`src/rtl/mips_pkg.sv`:
```
// rtl/mips_pkg.sv - shared constants, fetch FSM encoding and PC helpers
package mips_pkg;

    localparam logic [31:0] RESET_PC_DEF = 32'h0000_0000;
    localparam logic [31:0] NOP_INST     = 32'h0000_0000;
    localparam logic [31:0] PC_STEP      = 32'd4;

    typedef enum logic [1:0] {
        FS_IDLE = 2'd0,
        FS_REQ  = 2'd1,
        FS_HOLD = 2'd2
    } fetch_state_t;

    function automatic logic [31:0] word_align(input logic [31:0] addr);
        return {addr[31:2], 2'b00};
    endfunction

endpackage

```
`src/rtl/fetch_skid.sv`:
```
// rtl/fetch_skid.sv - single-entry {inst, pc4} holding register for the fetch HOLD state
module fetch_skid
    import mips_pkg::*;
(
    input  logic        i_clk,
    input  logic        i_rst,
    input  logic        i_load,
    input  logic        i_clr,
    input  logic [31:0] i_inst,
    input  logic [31:0] i_pc4,
    output logic [31:0] o_inst,
    output logic [31:0] o_pc4,
    output logic        o_valid
);

    logic [31:0] r_inst;
    logic [31:0] r_pc4;
    logic        r_valid;

    // Load wins over clear so a capture is never lost to a stale clear.
    always_ff @(posedge i_clk) begin
        if (i_rst) begin
            r_inst  <= NOP_INST;
            r_pc4   <= '0;
            r_valid <= 1'b0;
        end else if (i_load) begin
            r_inst  <= i_inst;
            r_pc4   <= i_pc4;
            r_valid <= 1'b1;
        end else if (i_clr) begin
            r_inst  <= NOP_INST;
            r_valid <= 1'b0;
        end
    end

    assign o_inst  = r_inst;
    assign o_pc4   = r_pc4;
    assign o_valid = r_valid;

endmodule

```
`src/rtl/fetch_ctrl.sv`:
```
// rtl/fetch_ctrl.sv - MIPS IF stage sequencer; FETCH_PERF_EN adds fetch/stall/bubble counters
module fetch_ctrl
    import mips_pkg::*;
#(
    parameter logic [31:0] RESET_PC = RESET_PC_DEF,
    parameter int          MAX_WAIT = 15
) (
    input  logic        i_clk,
    input  logic        i_rst,
    input  logic        i_stall_s1_s2,
    input  logic        i_pcsrc,
    input  logic [31:0] i_baddr_s2,
    output logic        o_imem_req,
    output logic [31:0] o_imem_addr,
    input  logic        i_imem_ack,
    input  logic [31:0] i_imem_rdata,
    output logic [31:0] o_pc4_s2,
    output logic [31:0] o_inst_s2,
    output logic        o_valid_s2,
    output logic        o_branch_flush,
    output logic        o_imem_err
`ifdef FETCH_PERF_EN
    ,
    output logic [31:0] o_perf_fetch,
    output logic [31:0] o_perf_stall,
    output logic [31:0] o_perf_bubble
`endif
);

    localparam int WW = (MAX_WAIT < 2) ? 1 : $clog2(MAX_WAIT);
    localparam logic [WW-1:0] WAIT_LAST = WW'(MAX_WAIT - 1);

    fetch_state_t  r_state;
    logic          r_req;
    logic [31:0]   r_pc;
    logic [31:0]   r_tgt;
    logic [31:0]   r_inst;
    logic [31:0]   r_pc4;
    logic          r_valid;
    logic          r_discard;
    logic          r_err;
    logic [WW-1:0] r_wait;

    logic          w_redirect;
    logic          w_ack;
    logic [31:0]   w_target;
    logic [31:0]   w_pc_next;
    logic          w_skid_load;
    logic          w_skid_clr;
    logic [31:0]   w_skid_inst;
    logic [31:0]   w_skid_pc4;
    logic          w_skid_valid;

    assign w_redirect  = i_pcsrc & ~i_stall_s1_s2;
    assign w_ack       = r_req & i_imem_ack;
    assign w_target    = word_align(i_baddr_s2);
    assign w_pc_next   = r_pc + PC_STEP;
    assign w_skid_load = (r_state == FS_REQ) & w_ack & i_stall_s1_s2 & ~r_discard;
    assign w_skid_clr  = (r_state == FS_HOLD) & ~i_stall_s1_s2;

    fetch_skid u_skid (
        .i_clk   (i_clk),
        .i_rst   (i_rst),
        .i_load  (w_skid_load),
        .i_clr   (w_skid_clr),
        .i_inst  (i_imem_rdata),
        .i_pc4   (w_pc_next),
        .o_inst  (w_skid_inst),
        .o_pc4   (w_skid_pc4),
        .o_valid (w_skid_valid)
    );

    always_ff @(posedge i_clk) begin
        if (i_rst) begin
            r_state   <= FS_IDLE;
            r_req     <= 1'b0;
            r_pc      <= word_align(RESET_PC);
            r_tgt     <= '0;
            r_inst    <= NOP_INST;
            r_pc4     <= '0;
            r_valid   <= 1'b0;
            r_discard <= 1'b0;
            r_wait    <= '0;
            r_err     <= 1'b0;
        end else begin
            case (r_state)
                FS_IDLE: begin
                    r_state <= FS_REQ;
                    r_req   <= 1'b1;
                    if (w_redirect) begin
                        r_pc <= w_target;
                    end
                end
                FS_REQ: begin
                    if (w_ack) begin
                        r_wait <= '0;
                    end else if (r_wait == WAIT_LAST) begin
                        r_err <= 1'b1;
                    end else begin
                        r_wait <= r_wait + 1'b1;
                    end

                    // The address must not move while req is high, so an
                    // unacked redirect parks its target until the ack.
                    if (w_redirect) begin
                        r_valid <= 1'b0;
                        r_inst  <= NOP_INST;
                        if (w_ack) begin
                            r_pc      <= w_target;
                            r_discard <= 1'b0;
                        end else begin
                            r_tgt     <= w_target;
                            r_discard <= 1'b1;
                        end
                    end else if (w_ack) begin
                        if (r_discard) begin
                            r_pc      <= r_tgt;
                            r_discard <= 1'b0;
                            if (!i_stall_s1_s2) begin
                                r_valid <= 1'b0;
                                r_inst  <= NOP_INST;
                            end
                        end else if (i_stall_s1_s2) begin
                            r_pc    <= w_pc_next;
                            r_state <= FS_HOLD;
                            r_req   <= 1'b0;
                        end else begin
                            r_inst  <= i_imem_rdata;
                            r_pc4   <= w_pc_next;
                            r_valid <= 1'b1;
                            r_pc    <= w_pc_next;
                        end
                    end else if (!i_stall_s1_s2) begin
                        r_valid <= 1'b0;
                        r_inst  <= NOP_INST;
                    end
                end
                FS_HOLD: begin
                    if (!i_stall_s1_s2) begin
                        r_state <= FS_REQ;
                        r_req   <= 1'b1;
                        if (i_pcsrc) begin
                            r_pc    <= w_target;
                            r_valid <= 1'b0;
                            r_inst  <= NOP_INST;
                        end else begin
                            r_inst  <= w_skid_inst;
                            r_pc4   <= w_skid_pc4;
                            r_valid <= w_skid_valid;
                        end
                    end
                end
                default: begin
                    r_state <= FS_IDLE;
                    r_req   <= 1'b0;
                end
            endcase
        end
    end

    assign o_imem_req     = r_req;
    assign o_imem_addr    = r_pc;
    assign o_pc4_s2       = r_pc4;
    assign o_inst_s2      = r_inst;
    assign o_valid_s2     = r_valid;
    assign o_branch_flush = w_redirect;
    assign o_imem_err     = r_err;

`ifdef FETCH_PERF_EN
    localparam logic [31:0] CNT_MAX = 32'hFFFF_FFFF;

    logic        w_deliver;
    logic [31:0] r_perf_fetch;
    logic [31:0] r_perf_stall;
    logic [31:0] r_perf_bubble;

    assign w_deliver = ~i_stall_s1_s2 & ~i_pcsrc &
                       (((r_state == FS_REQ) & w_ack & ~r_discard) | (r_state == FS_HOLD));

    always_ff @(posedge i_clk) begin
        if (i_rst) begin
            r_perf_fetch  <= '0;
            r_perf_stall  <= '0;
            r_perf_bubble <= '0;
        end else begin
            if (w_deliver && (r_perf_fetch != CNT_MAX)) begin
                r_perf_fetch <= r_perf_fetch + 32'd1;
            end
            if (i_stall_s1_s2 && (r_perf_stall != CNT_MAX)) begin
                r_perf_stall <= r_perf_stall + 32'd1;
            end
            if (!r_valid && (r_perf_bubble != CNT_MAX)) begin
                r_perf_bubble <= r_perf_bubble + 32'd1;
            end
        end
    end

    assign o_perf_fetch  = r_perf_fetch;
    assign o_perf_stall  = r_perf_stall;
    assign o_perf_bubble = r_perf_bubble;
`endif

endmodule

```
`config.mk`:
```
export PLATFORM = sky130hd
export DESIGN_NAME = fetch_ctrl
export DESIGN_NICKNAME = d
export VERILOG_FILES = /design/src/rtl/mips_pkg.sv /design/src/rtl/fetch_skid.sv /design/src/rtl/fetch_ctrl.sv
export SDC_FILE = /design/constraint.sdc
export NUM_CORES = 1
export LEC_CHECK = 0
export CORE_MARGIN = 2
export CORE_UTILIZATION = 56
export CTS_CLUSTER_DIAMETER = 30
export CTS_CLUSTER_SIZE = 30
export DETAILED_ROUTE_END_ITERATION = 10
export PLACE_DENSITY = 0.84
export SKIP_LAST_GASP = 1
export SLEW_MARGIN = 10
export SYNTH_ARGS = -nofsm -noshare
export SYNTH_HDL_FRONTEND = slang
export SYNTH_SLANG_ARGS = --single-unit
```
`constraint.sdc`:
```
create_clock -name i_clk -period 3.7 [get_ports i_clk]
set_clock_uncertainty 0.2 [all_clocks]
set_input_delay 0.37 -clock i_clk [delete_from_list [all_inputs] [get_ports i_clk]]
set_output_delay 0.37 -clock i_clk [all_outputs]
set_load 0.05 [all_outputs]
```
Word-level counts from Yosys, hierarchy flattened. Cells that the tools add are included.

Word-level logic and storage cells: 102. Flip-flop bits (word level): 201. Output and inout port bits: 100. Bits of input ports: 69.

Multiplexer cells: 51. Reductions and logical operators: 13. $add $sub $neg: 2. Equal/unequal tests: 14. Bitwise logic cells: 9.

Operators by type and width (count): 2-to-1 mux 32 bit (22); one-hot mux 32 bit (2 select lines) (2); one-hot mux 32 bit (3 select lines) (1); adder 32 x 3 -> 32 bit (second input constant) (1); != test 2 bit (second input constant) (10); 2-to-1 mux 1 bit (16); 2-to-1 mux 2 bit (5); AND reduction 5 bit (2); AND reduction 3 bit (3); 2-to-1 mux 4 bit (2); AND reduction 7 bit (1); AND 1 bit (6); one-hot mux 2 bit (3 select lines) (1); nonzero test 2 bit (3); != test 5 bit (second input constant) (1); adder 4 x 1 -> 4 bit (second input constant) (1); equality test 4 bit (second input constant) (1); AND reduction 2 bit (2); inverter 1 bit (3); one-hot mux 1 bit (3 select lines) (1); nonzero test 3 bit (1); equality test 2 x 1 -> 1 bit (second input constant) (1); equality test 2 bit (second input constant) (1); zero test 2 bit (1); one-hot mux 1 bit (2 select lines) (1).

Depth between registers and ports, before layout.
Depth in word-level cells: 6. Mapped depth: 9. Depth with buffers taken out: 7.

By module. From an unflattened synthesis, not the netlist that was laid out.

Cell total of the unflattened synthesis: 1114. Area, all modules: 9435.3 µm².

By module, submodules not included: fetch_ctrl (area each 6775.2 µm², seq. area each 2662.6 µm², cells an instance 863, instances 1); fetch_skid (area each 2660.1 µm², seq. area each 1301.2 µm², cells an instance 251, instances 1).

Least setup slack after synthesis. No wires, ideal clock.

Path kind: reg2reg. Start: register r_pc[4], in the netlist o_imem_addr[4]. End: register r_pc4[23], in the netlist o_pc4_s2[23]. Slack: 1.082 ns. Arrival time: 2.343 ns. Setup time: 0.076 ns. Cell stages (with the launch flop): 8. Path through: dfxtp_1 > clkbuf_2 > nand3_4 > or4_4 > buf_6 > or3_4 > xor2_1 > o22ai_1.

Word-level cells in the longest chain between the ends: 6.

RTL lines: start, declared (RTL line fetch_ctrl.sv:35) `logic [31:0] r_pc;`; start signal, assigned (RTL line fetch_ctrl.sv:77) `r_pc <= word_align(RESET_PC);`; start signal, assigned (RTL line fetch_ctrl.sv:91) `r_pc <= w_target;`; start signal, assigned (RTL line fetch_ctrl.sv:109) `r_pc <= w_target;`; adder 32 x 3 -> 32 bit (RTL line fetch_ctrl.sv:57) `assign w_pc_next = r_pc + PC_STEP;`; 2-to-1 mux 32 bit (RTL line fetch_ctrl.sv:123) `end else if (i_stall_s1_s2) begin`; 2-to-1 mux 32 bit (RTL line fetch_ctrl.sv:116) `if (r_discard) begin`; 2-to-1 mux 32 bit (RTL line fetch_ctrl.sv:115) `end else if (w_ack) begin`; 2-to-1 mux 32 bit (RTL line fetch_ctrl.sv:105) `if (w_redirect) begin`; one-hot mux 32 bit (2 select lines) (RTL line fetch_ctrl.sv:86) `case (r_state)`; end signal, assigned (RTL line fetch_ctrl.sv:129) `r_pc4 <= w_pc_next;`; end signal, assigned (RTL line fetch_ctrl.sv:148) `r_pc4 <= w_skid_pc4;`; end, declared (RTL line fetch_ctrl.sv:38) `logic [31:0] r_pc4;`.

Every way passes these cells. The select of a mux whose other input is x is not followed. A chain may end at the register's enable or synchronous reset.

Worst setup path in the final report.
Start: input i_stall_s1_s2. End: output o_branch_flush.

Word-level cells in the longest chain between the ends: 2.

RTL lines: start, declared (RTL line fetch_ctrl.sv:10) `input logic i_stall_s1_s2,`; inverter 1 bit (RTL line fetch_ctrl.sv:54) `assign w_redirect = i_pcsrc & ~i_stall_s1_s2;`; AND 1 bit (RTL line fetch_ctrl.sv:54); end, declared (RTL line fetch_ctrl.sv:20) `output logic o_branch_flush,`.

Every way passes these cells.

==> impl_metrics.env <==
export IMPL_status="completed"
export IMPL_worst_setup_path_type="input pin to output pin"
export IMPL_timing_hold_ws_ps=254
export IMPL_syn_mean_instance_area_um2=8.16
export IMPL_cpPeakStageDelay_ps=820
export IMPL_first_pass_iters=6
export IMPL_dpl_hpwl_um=16700
export IMPL_cap_violations=0
export IMPL_via_per_inst=6.15
export IMPL_arrival_ps=2650
export IMPL_fill_cells=1228
export IMPL_tightest_slew_ps=1120
export IMPL_wl_um=25400
export IMPL_clk_latency_ps=440
export IMPL_synth_cell_types=72
export IMPL_wire_per_inst_um=18.0
export IMPL_diodes=0
export IMPL_numPortBuffers=162
export IMPL_slew_headroom_pct=25.3
export IMPL_cts_hold_buf=0
export IMPL_ys_seq_area_share_pct=44.0
export IMPL_grt_max_degree=167
export IMPL_cts_tree="yes"
export IMPL_hold_class="flop to flop"
export IMPL_drive_gt1_share_pct=6.67
export IMPL_cp_slowest_cell="clkdlybuf4s50_1"
export IMPL_report_final_setup_viol=0
export IMPL_die_area_um2=16800
export IMPL_clock_sinks=194
export IMPL_initial_core_util_pct=57.6
export IMPL_drcViolationCount=0
export IMPL_async_flop_share_pct=0
export IMPL_register_area_um2=3880
export IMPL_ys_flop_type="dfxtp_1"
export IMPL_hold_viol_final=0
export IMPL_synth_top_area_share_pct=44.0
export IMPL_die_w_um=129
export IMPL_grt_pass1_vias=7961
export IMPL_yosys_area_top_type="dfxtp_1"
export IMPL_ctsResizeCount=0
export IMPL_pin_count=169
export IMPL_cts_root_buffer="clkbuf_16"
export IMPL_p_leak_uw=0.00383
export IMPL_drv_slew=0
export IMPL_crit_top_cell="clkdlybuf4s50_1"
export IMPL_cp_max_fo=10
export IMPL_max_clock_path_buffers=2
export IMPL_h_tree_depth=4
export IMPL_cts_clk_slew_worst_paths_ps=70
export IMPL_ys_top_cells_by_count="dfxtp_1, nand2_1, nor2_1"
export IMPL_ant_nets=0
export IMPL_cp_start_kind="input pin"
export IMPL_ys_warn_count=0
export IMPL_place_congestion=0.893
export IMPL_max_vdd_ir_drop_v=0.000351
export IMPL_gr_total_overflow=0
export IMPL_synth_edff_count=0
export IMPL_critPathRequiredTime_ps=3130
export IMPL_rsz0062_at_grt="no"
export IMPL_crit_buf_inv=3
export IMPL_grt_pass1_wl_um=40900
export IMPL_period_minus_slack_ps=3220
export IMPL_coreArea_um2=15300
export IMPL_critical_path_top_delay_family="buffers and inverters"
export IMPL_crit_chain="clkdlybuf4s50_1 -> nand2b_1 -> clkinv_1 -> clkdlybuf4s50_1"
export IMPL_cts_made_buffers=17
export IMPL_setup_tns_ps=0
export IMPL_powerDensity_nw_per_um2=455
export IMPL_endpoint_kind="output pin"
export IMPL_postCtsSetupRepairBufs=0
export IMPL_multi_input_area_um2=4530
export IMPL_grt_use_total_pct=30.6
export IMPL_syn_inst=1080
export IMPL_finalCritPeriodShare_pct=87.0
export IMPL_vias=8677
export IMPL_area_growth_pct=26.8
export IMPL_fmax_mhz=311
export IMPL_synth_area_top_cells="dfxtp_1, a22oi_1, nand2_1"
export IMPL_fp_row_count=45
export IMPL_synth_most_common_cell="dfxtp_1"
export IMPL_drt_initial_drc_count=1030
export IMPL_antenna_found_initial=0
export IMPL_synth_area_um2=8820
export IMPL_nets=1259
export IMPL_die_height_um=129
export IMPL_ys_ff_latch=194
[path summary, 6_finish.rpt]
check / startpoint / end / slack [ps] / depth (start not counted)
min reg2reg: o_pc4_s2[11] / o_pc4_s2[11] / 250 / 2
max: i_stall_s1_s2 / o_branch_flush / 480 / 4
min: o_pc4_s2[11] / o_pc4_s2[11] / 250 / 2
max reg2reg: o_imem_req / o_imem_addr[21] / 870 / 5
[cell families after synthesis]
| logic type | synth area share [%] |
|---|---|
| adder cells (fa/ha/maj) | 0.426 |
| buffers and inverters | 5.07 |
| AO/OA/AOI/OAI | 26.2 |
| other | 0.0425 |
| multiplexers | 0.922 |
| AND/OR/NAND/NOR | 20.8 |
| flip-flops | 44.0 |
| XOR/XNOR | 2.48 |
[layout make-up]
cell class / instances / area share, %
multi-input cells: 780 / 40.5
inverters: 9 / 0.302
clock buffers: 21 / 4.12
flip-flops and latches: 194 / 34.7
well taps: 211 / 2.36
clock inverters: 11 / 1.77
repair buffers: 185 / 16.2
[flip-flops by register name (all words and copies together), names as in the netlist]
signal / flops
o_inst_s2: 32
r_tgt: 30
u_skid.o_pc4: 30
o_imem_addr: 30
u_skid.o_valid: 1
u_skid.o_inst: 32
o_imem_req: 1
r_discard: 1
o_imem_err: 1
r_state: 1
o_valid_s2: 1
r_wait: 4
o_pc4_s2: 30
[routing by layer]
layer / global-route usage [%] / part of all wire [%]
met1: 43.8 / 44
met2: 47.4 / 47
met3: 5.57 / 7.4
met4: 9.55 / 2.0
met5: 0 / 0
[cells in the final DEF (no fill, tap or decap), types with 4 or more instances in the layout]
cell type,instances
inv_1,7
or3_1,7
a21boi_0,12
a22o_1,32
nor2_1,126
buf_4,22
o22ai_1,12
a21o_1,6
mux2i_1,7
clkdlybuf4s50_1,161
nand2_1,132
dfxtp_1,194
a311oi_1,6
a211oi_1,14
nand4_1,10
and4_1,4
conb_1,4
nor3_1,18
clkbuf_16,17
xnor2_1,14
nand3_1,38
a221oi_1,4
a31oi_1,15
a211o_1,6
a21oi_1,83
o211ai_1,10
o21a_1,5
o21ai_0,52
bufinv_16,5
or4_1,4
nor2b_1,4
nand2b_1,11
a22oi_1,66
nor4_1,10
and3_1,7
xor2_1,11
[through the flow]
step | utilization, % | std cells | worst slack, ps | cell area (um2) | power [uW]
final | 73.0 | 1411 | 481 | 11200 | 5080
after floorplan | - | 1083 | 1080 | 8830 | 2770
after global placement | 68.7 | 1379 | 583 | 10500 | 3050
after detailed placement | 68.7 | 1379 | 553 | 10500 | 3060
after global routing | 73.0 | 1411 | 412 | 11200 | 5240
after CTS | 73.0 | 1411 | 525 | 11200 | 5080
[tightest hold or removal path: stages (launching register included)]
cell and delay [ps]:
dfxtp_1 310, nand2_1 50, a21oi_1 50
[report_power, final]
| group | switching [uW] | leakage [uW] | internal, uW |
|---|---|---|---|
| combinational | 495 | 0.00193 | 277 |
| clock | 808 | 0.000324 | 1240 |
| sequential | 91.9 | 0.00157 | 2170 |
No activity file was read; power rests on OpenSTA's default activity.
